<file path="src/rtl/adder_bist.sv">
// Built-in self-test for a 4-operand adder: exhaustive operand sweep, golden compare, pass/fail report.
// Optional build macro ADDER_BIST_STOP_ON_FAIL_EN ends the sweep at the first mismatch.
module adder_bist #(
  parameter int WIDTH   = 4,
  parameter int DUT_LAT = 0,
  parameter int CNT_W   = 16
) (
  input  logic               clk,
  input  logic               rst,
  input  logic               start,
  output logic [WIDTH-1:0]   op_a,
  output logic [WIDTH-1:0]   op_b,
  output logic [WIDTH-1:0]   op_c,
  output logic [WIDTH-1:0]   op_d,
  input  logic [WIDTH-1:0]   dut_sum,
  input  logic               dut_ov,
  output logic               busy,
  output logic               done,
  output logic               pass,
  output logic [CNT_W-1:0]   fail_cnt,
  output logic [CNT_W-1:0]   test_num,
  output logic [4*WIDTH-1:0] first_fail
);

  localparam int VW = 4 * WIDTH;
  localparam int RW = WIDTH + 1;

  typedef enum logic [1:0] {IDLE, RUN, DRAIN, DONE} state_t;

  state_t        state, state_nxt;
  logic [VW-1:0] vec;
  logic [1:0]    drain_cnt;
  logic          start_sweep, mismatch, stop;
  logic          cmp_valid;
  logic [VW-1:0] cmp_vec;
  logic [RW-1:0] cmp_exp;

  function automatic logic [RW-1:0] golden(input logic [VW-1:0] v);
    logic [WIDTH+1:0] full;
    full = (WIDTH+2)'(v[WIDTH-1:0])       + (WIDTH+2)'(v[2*WIDTH-1:WIDTH]) +
           (WIDTH+2)'(v[3*WIDTH-1:2*WIDTH]) + (WIDTH+2)'(v[4*WIDTH-1:3*WIDTH]);
    return {full[WIDTH+1:WIDTH] != 2'b00, full[WIDTH-1:0]};
  endfunction

  // Expected result travels alongside the DUT's own pipeline so both arrive at the same edge.
  generate
    if (DUT_LAT == 0) begin : g_comb
      assign cmp_valid = (state == RUN);
      assign cmp_vec   = vec;
      assign cmp_exp   = golden(vec);
    end else begin : g_pipe
      logic               launch;
      logic [DUT_LAT-1:0] pv;
      logic [VW-1:0]      pvec [DUT_LAT];
      logic [RW-1:0]      pexp [DUT_LAT];

      assign launch = (state == RUN);

      always_ff @(posedge clk) begin
        if (rst || stop) begin
          pv <= '0;
        end else begin
          pv[0] <= launch;
          for (int i = 1; i < DUT_LAT; i++) pv[i] <= pv[i-1];
        end
      end

      // NOTE: payload registers carry no reset; only the valid bits decide whether they are used.
      always_ff @(posedge clk) begin
        pvec[0] <= vec;
        pexp[0] <= golden(vec);
        for (int i = 1; i < DUT_LAT; i++) begin
          pvec[i] <= pvec[i-1];
          pexp[i] <= pexp[i-1];
        end
      end

      assign cmp_valid = pv[DUT_LAT-1];
      assign cmp_vec   = pvec[DUT_LAT-1];
      assign cmp_exp   = pexp[DUT_LAT-1];
    end
  endgenerate

  // Case inequality so an X on the DUT outputs is scored as a mismatch in simulation.
  assign mismatch    = cmp_valid && ({dut_ov, dut_sum} !== cmp_exp);
  assign start_sweep = start && (state == IDLE || state == DONE);

`ifdef ADDER_BIST_STOP_ON_FAIL_EN
  assign stop = mismatch;
`else
  assign stop = 1'b0;
`endif

  // NOTE: every always_comb output gets a default first so no path can infer a latch.
  always_comb begin
    state_nxt = state;
    unique case (state)
      IDLE, DONE: if (start) state_nxt = RUN;
      RUN:        if (vec == '1) state_nxt = (DUT_LAT == 0) ? DONE : DRAIN;
      DRAIN:      if (drain_cnt == 2'(DUT_LAT - 1)) state_nxt = DONE;
      default:    state_nxt = IDLE;
    endcase
    if (stop) state_nxt = DONE;
  end

  // NOTE: state is updated with non-blocking assignments so every register samples pre-edge values.
  always_ff @(posedge clk) begin
    if (rst) begin
      state      <= IDLE;
      vec        <= '0;
      drain_cnt  <= '0;
      fail_cnt   <= '0;
      test_num   <= '0;
      first_fail <= '0;
    end else begin
      state     <= state_nxt;
      drain_cnt <= (state == DRAIN) ? drain_cnt + 2'd1 : 2'd0;
      if (start_sweep) begin
        vec        <= '0;
        fail_cnt   <= '0;
        test_num   <= '0;
        first_fail <= '0;
      end else begin
        if (state == RUN && vec != '1) vec <= vec + 1'b1;
        if (cmp_valid) begin
          test_num <= test_num + 1'b1;
          if (mismatch) begin
            if (fail_cnt != '1) fail_cnt <= fail_cnt + 1'b1;
            if (fail_cnt == '0) first_fail <= cmp_vec;
          end
        end
      end
    end
  end

  assign op_a = vec[WIDTH-1:0];
  assign op_b = vec[2*WIDTH-1:WIDTH];
  assign op_c = vec[3*WIDTH-1:2*WIDTH];
  assign op_d = vec[4*WIDTH-1:3*WIDTH];
  assign busy = (state == RUN) || (state == DRAIN);
  assign done = (state == DONE);
  assign pass = done && (fail_cnt == '0);

endmodule
</file>
<file path="config.mk">
export PLATFORM = sky130hd
export DESIGN_NAME = adder_bist
export DESIGN_NICKNAME = d
export VERILOG_FILES = /design/src/rtl/adder_bist.sv
export SDC_FILE = /design/constraint.sdc
export NUM_CORES = 1
export LEC_CHECK = 0
export ABC_CLOCK_PERIOD_IN_PS = 7500
export BUFFER_PORTS_ARGS = -buffer_cell sky130_fd_sc_hd__buf_4
export CAP_MARGIN = 15
export CELL_PAD_IN_SITES_DETAIL_PLACEMENT = 1
export CELL_PAD_IN_SITES_GLOBAL_PLACEMENT = 2
export CORE_MARGIN = 3
export CORE_UTILIZATION = 25
export CTS_BUF_LIST = sky130_fd_sc_hd__clkbuf_8 sky130_fd_sc_hd__clkbuf_16
export DETAILED_ROUTE_END_ITERATION = 12
export GPL_TIMING_DRIVEN = 0
export PLACE_DENSITY_LB_ADDON = 0.12
export SYNTH_ARGS = -nofsm -noshare
export SYNTH_HDL_FRONTEND = slang
export SYNTH_SLANG_ARGS = --single-unit
</file>
<file path="constraint.sdc">
create_clock -name clk -period 7.5 [get_ports clk]
set_clock_uncertainty 0.1 [all_clocks]
set_input_delay 1.5 -clock clk [delete_from_list [all_inputs] [get_ports clk]]
set_output_delay 1.5 -clock clk [all_outputs]
set_load 0.02 [all_outputs]
</file>
==> impl_metrics.csv <==
group,metric,value,unit
setup_path,end_kind,"flip-flop",
routing,drc,0,
setup_path,cp_data_required_time,7.61,ns
timing,setup_viol,0,
floorplanning,pin_count,75,
global_routing,antenna_found_initial,0,
timing,max_freq,0.234,GHz
clock_network,ctsHoldBuffers,0,
floorplanning,die_h,124,um
global_routing,grt_pass1_wl,16200,um
logic_synthesis,syn_inst,383,
setup_path,worstSetupPathType,"reg -> reg",
layout,final_cell_mix,"buf_4, dfxtp_1, nor2_1",
floorplanning,start_util,25.9,%
routing,first_iter_violations,67,
power_and_ir_drop,finalPower,1090,uW
timing,rsz0062_at_grt,"false",
floorplanning,die_x,124,um
floorplanning,core,13500,um^2
clock_network,clk_path_buf_depth,2,
clock_network,cts_tree,"yes",
timing,min_period,4.28,ns
logic_synthesis,ys_seq_area_share,39.1,%
setup_path,regToRegStartpoint,"cmp_vec[1]",
power_and_ir_drop,leakagePower,0.00196,uW
min_path,min_from,"drain_cnt[0]",
logic_synthesis,synth_seq_cells,68,
layout,antenna_cells,0,
layout,final_common_cell,"buf_4",
logic_synthesis,synthFlopType,"dfxtp_1",
logic_synthesis,synthArstFlopShare,0,%
timing,tightest_slew,0.584,ns
place,dpl.hpwl,7800,um
setup_path,start_kind,"flip-flop",
timing,slew_headroom,61.1,%
timing,hold_viol_final,0,
logic_synthesis,ys_types,48,
setup_path,reg2regPathDepth,13,
clock_network,cts_resized,0,
floorplanning,die_area,15400,um^2
setup_path,crit_path_start,"cmp_vec[1]",
min_path,worstHoldPathCells,1,
power_and_ir_drop,ir_drop,98.0,uV
power_and_ir_drop,cellPowerDensity,237,nW/um^2
routing,via_per_inst,4.76,
layout,final_util,34.0,%
routing,ant_nets,0,
timing,drv_slew,0,
global_routing,grt_max_degree,11,
clock_network,postCtsSetupBuffers,0,
routing,wl_per_cell,16.0,um
logic_synthesis,syn_avg_cell_area,9.10,um^2
clock_network,root_buffer,"clkbuf_16",
clock_network,numClockSinks,68,
layout,drive_above_1_share,22.1,%
run_status,status,"completed",
global_routing,grt_use_total,14.0,%
routing,vias,3080,
routing,wirelength,10400,um
setup_path,arrival,4.39,ns
clock_network,numCtsBuffers,9,
setup_path,cp_max_fo,10,
clock_network,htreeDepth,3,
clock_network,clk_latency,0.34,ns
logic_synthesis,synth_edf_count,0,
routing,firstDrtPassIters,4,
timing,period_share,57.1,%
job,maxCapViolations,0,
layout,areaGrowthSynthToFinish,31.2,%
global_routing,gr-total-overflow,0,
logic_synthesis,syn-num-nets,412,
place,port_buffers,74,
timing,fin_tns_setup,0,ns
clock_network,path_clk_slew,0.05,ns
global_routing,grt_pass1_vias,3100,
floorplanning,rows,42,
logic_synthesis,yosysWarnings,0,
place,gp_congestion,0.749,
logic_synthesis,netlist_area,3490,um^2
layout,final_net_count,497,
min_path,min_path_type,"reg -> reg",
registers in the layout (all words and copies together), names as in the netlist:
name / cells
drain_cnt: 2
state: 2
cmp_vec: 16
fail_cnt: 16
test_num: 16
first_fail: 16
final timing paths:
kind | to | slack [ns]
setup / recovery | first_fail[13] | 3.22
hold / removal | drain_cnt[0] | 0.33
setup reg to reg | first_fail[13] | 3.22
hold reg to reg | drain_cnt[0] | 0.33
logic make-up (layout without fill, tap and decap cells):
family / count (synthesis) / after routing / synth area share [%]
AOI/OAI and AO/OA: 53 / 53 / 9.76
xor gates and xnor gates: 30 / 30 / 7.54
adders and majority gates: 21 / 21 / 9.26
buffers and inverters: 32 / 120 / 4.49
DFF: 68 / 68 / 39.1
muxes: 19 / 19 / 5.46
and+or+nand+nor: 160 / 160 / 24.4
per-layer routing:
| layer | track usage, % | wire [um] | vias to the layer above |
|---|---|---|---|
| met2 | 22.9 | 4960 | 54 |
| met1 | 17.6 | 4830 | 1501 |
| met5 | 0 | 0 | - |
| li1 | - | - | 1518 |
| met4 | 3.90 | 121 | 0 |
| met3 | 4.68 | 449 | 7 |
stage by stage:
step | instances | cell area, um^2 | hold slack, ns | worst slack, ns
2_1_floorplan | 383 | 3490 | 0.302 | 3.50
5_1_grt | 647 | 4570 | 0.355 | 2.97
3_5_place_dp | 633 | 4260 | 0.320 | 3.18
6_report | 647 | 4570 | 0.326 | 3.22
4_1_cts | 647 | 4570 | 0.328 | 3.15
3_3_place_gp | 633 | 4260 | 0.313 | 3.23
critical path, cell delays in order (launching register included):
cell and delay, ns:
dfxtp_1 0.39, fa_1 0.56, inv_1 0.05, fa_1 0.50, inv_1 0.04, ha_1 0.21, fa_1 0.42, or4b_1 0.54
and4bb_2 0.34, nor3_4 0.06, o211ai_4 0.43, buf_6 0.25, mux2i_1 0.20, nor2_1 0.05
power by group:
part	internal [uW]	switching, uW
logic	94.5	154
registers	374	16.7
clock network	290	157
Yosys cell counts, types with 3 or more instances:
master	instances	area, um^2
dfxtp_1	68	1360
nor2_1	49	184
a21oi_1	21	105
nand2_1	21	78.8
inv_1	20	75.1
mux2i_1	19	190
nand3_1	17	85.1
o21ai_0	16	80.1
xor2_1	16	140
or3_1	15	93.8
xnor2_1	14	123
ha_1	13	163
nand4_1	13	81.3
and3_1	11	68.8
fa_1	8	160
o31ai_1	6	45.0
or4_1	6	45.0
and4_1	5	43.8
clkbuf_1	5	18.8
nor3_1	5	25.0
buf_6	3	33.8
final cells by class:
cell class	instances	area [um^2]
tap	176	220
clock inverter	1	30.0
clock buffer	13	280
sequential	68	1360
inverter	20	75.1
multi-input combinational	283	1970
buffer	12	81.3
fill	1616	8880
timing repair buffer	74	556
No activity file was read; power rests on OpenSTA's default activity.
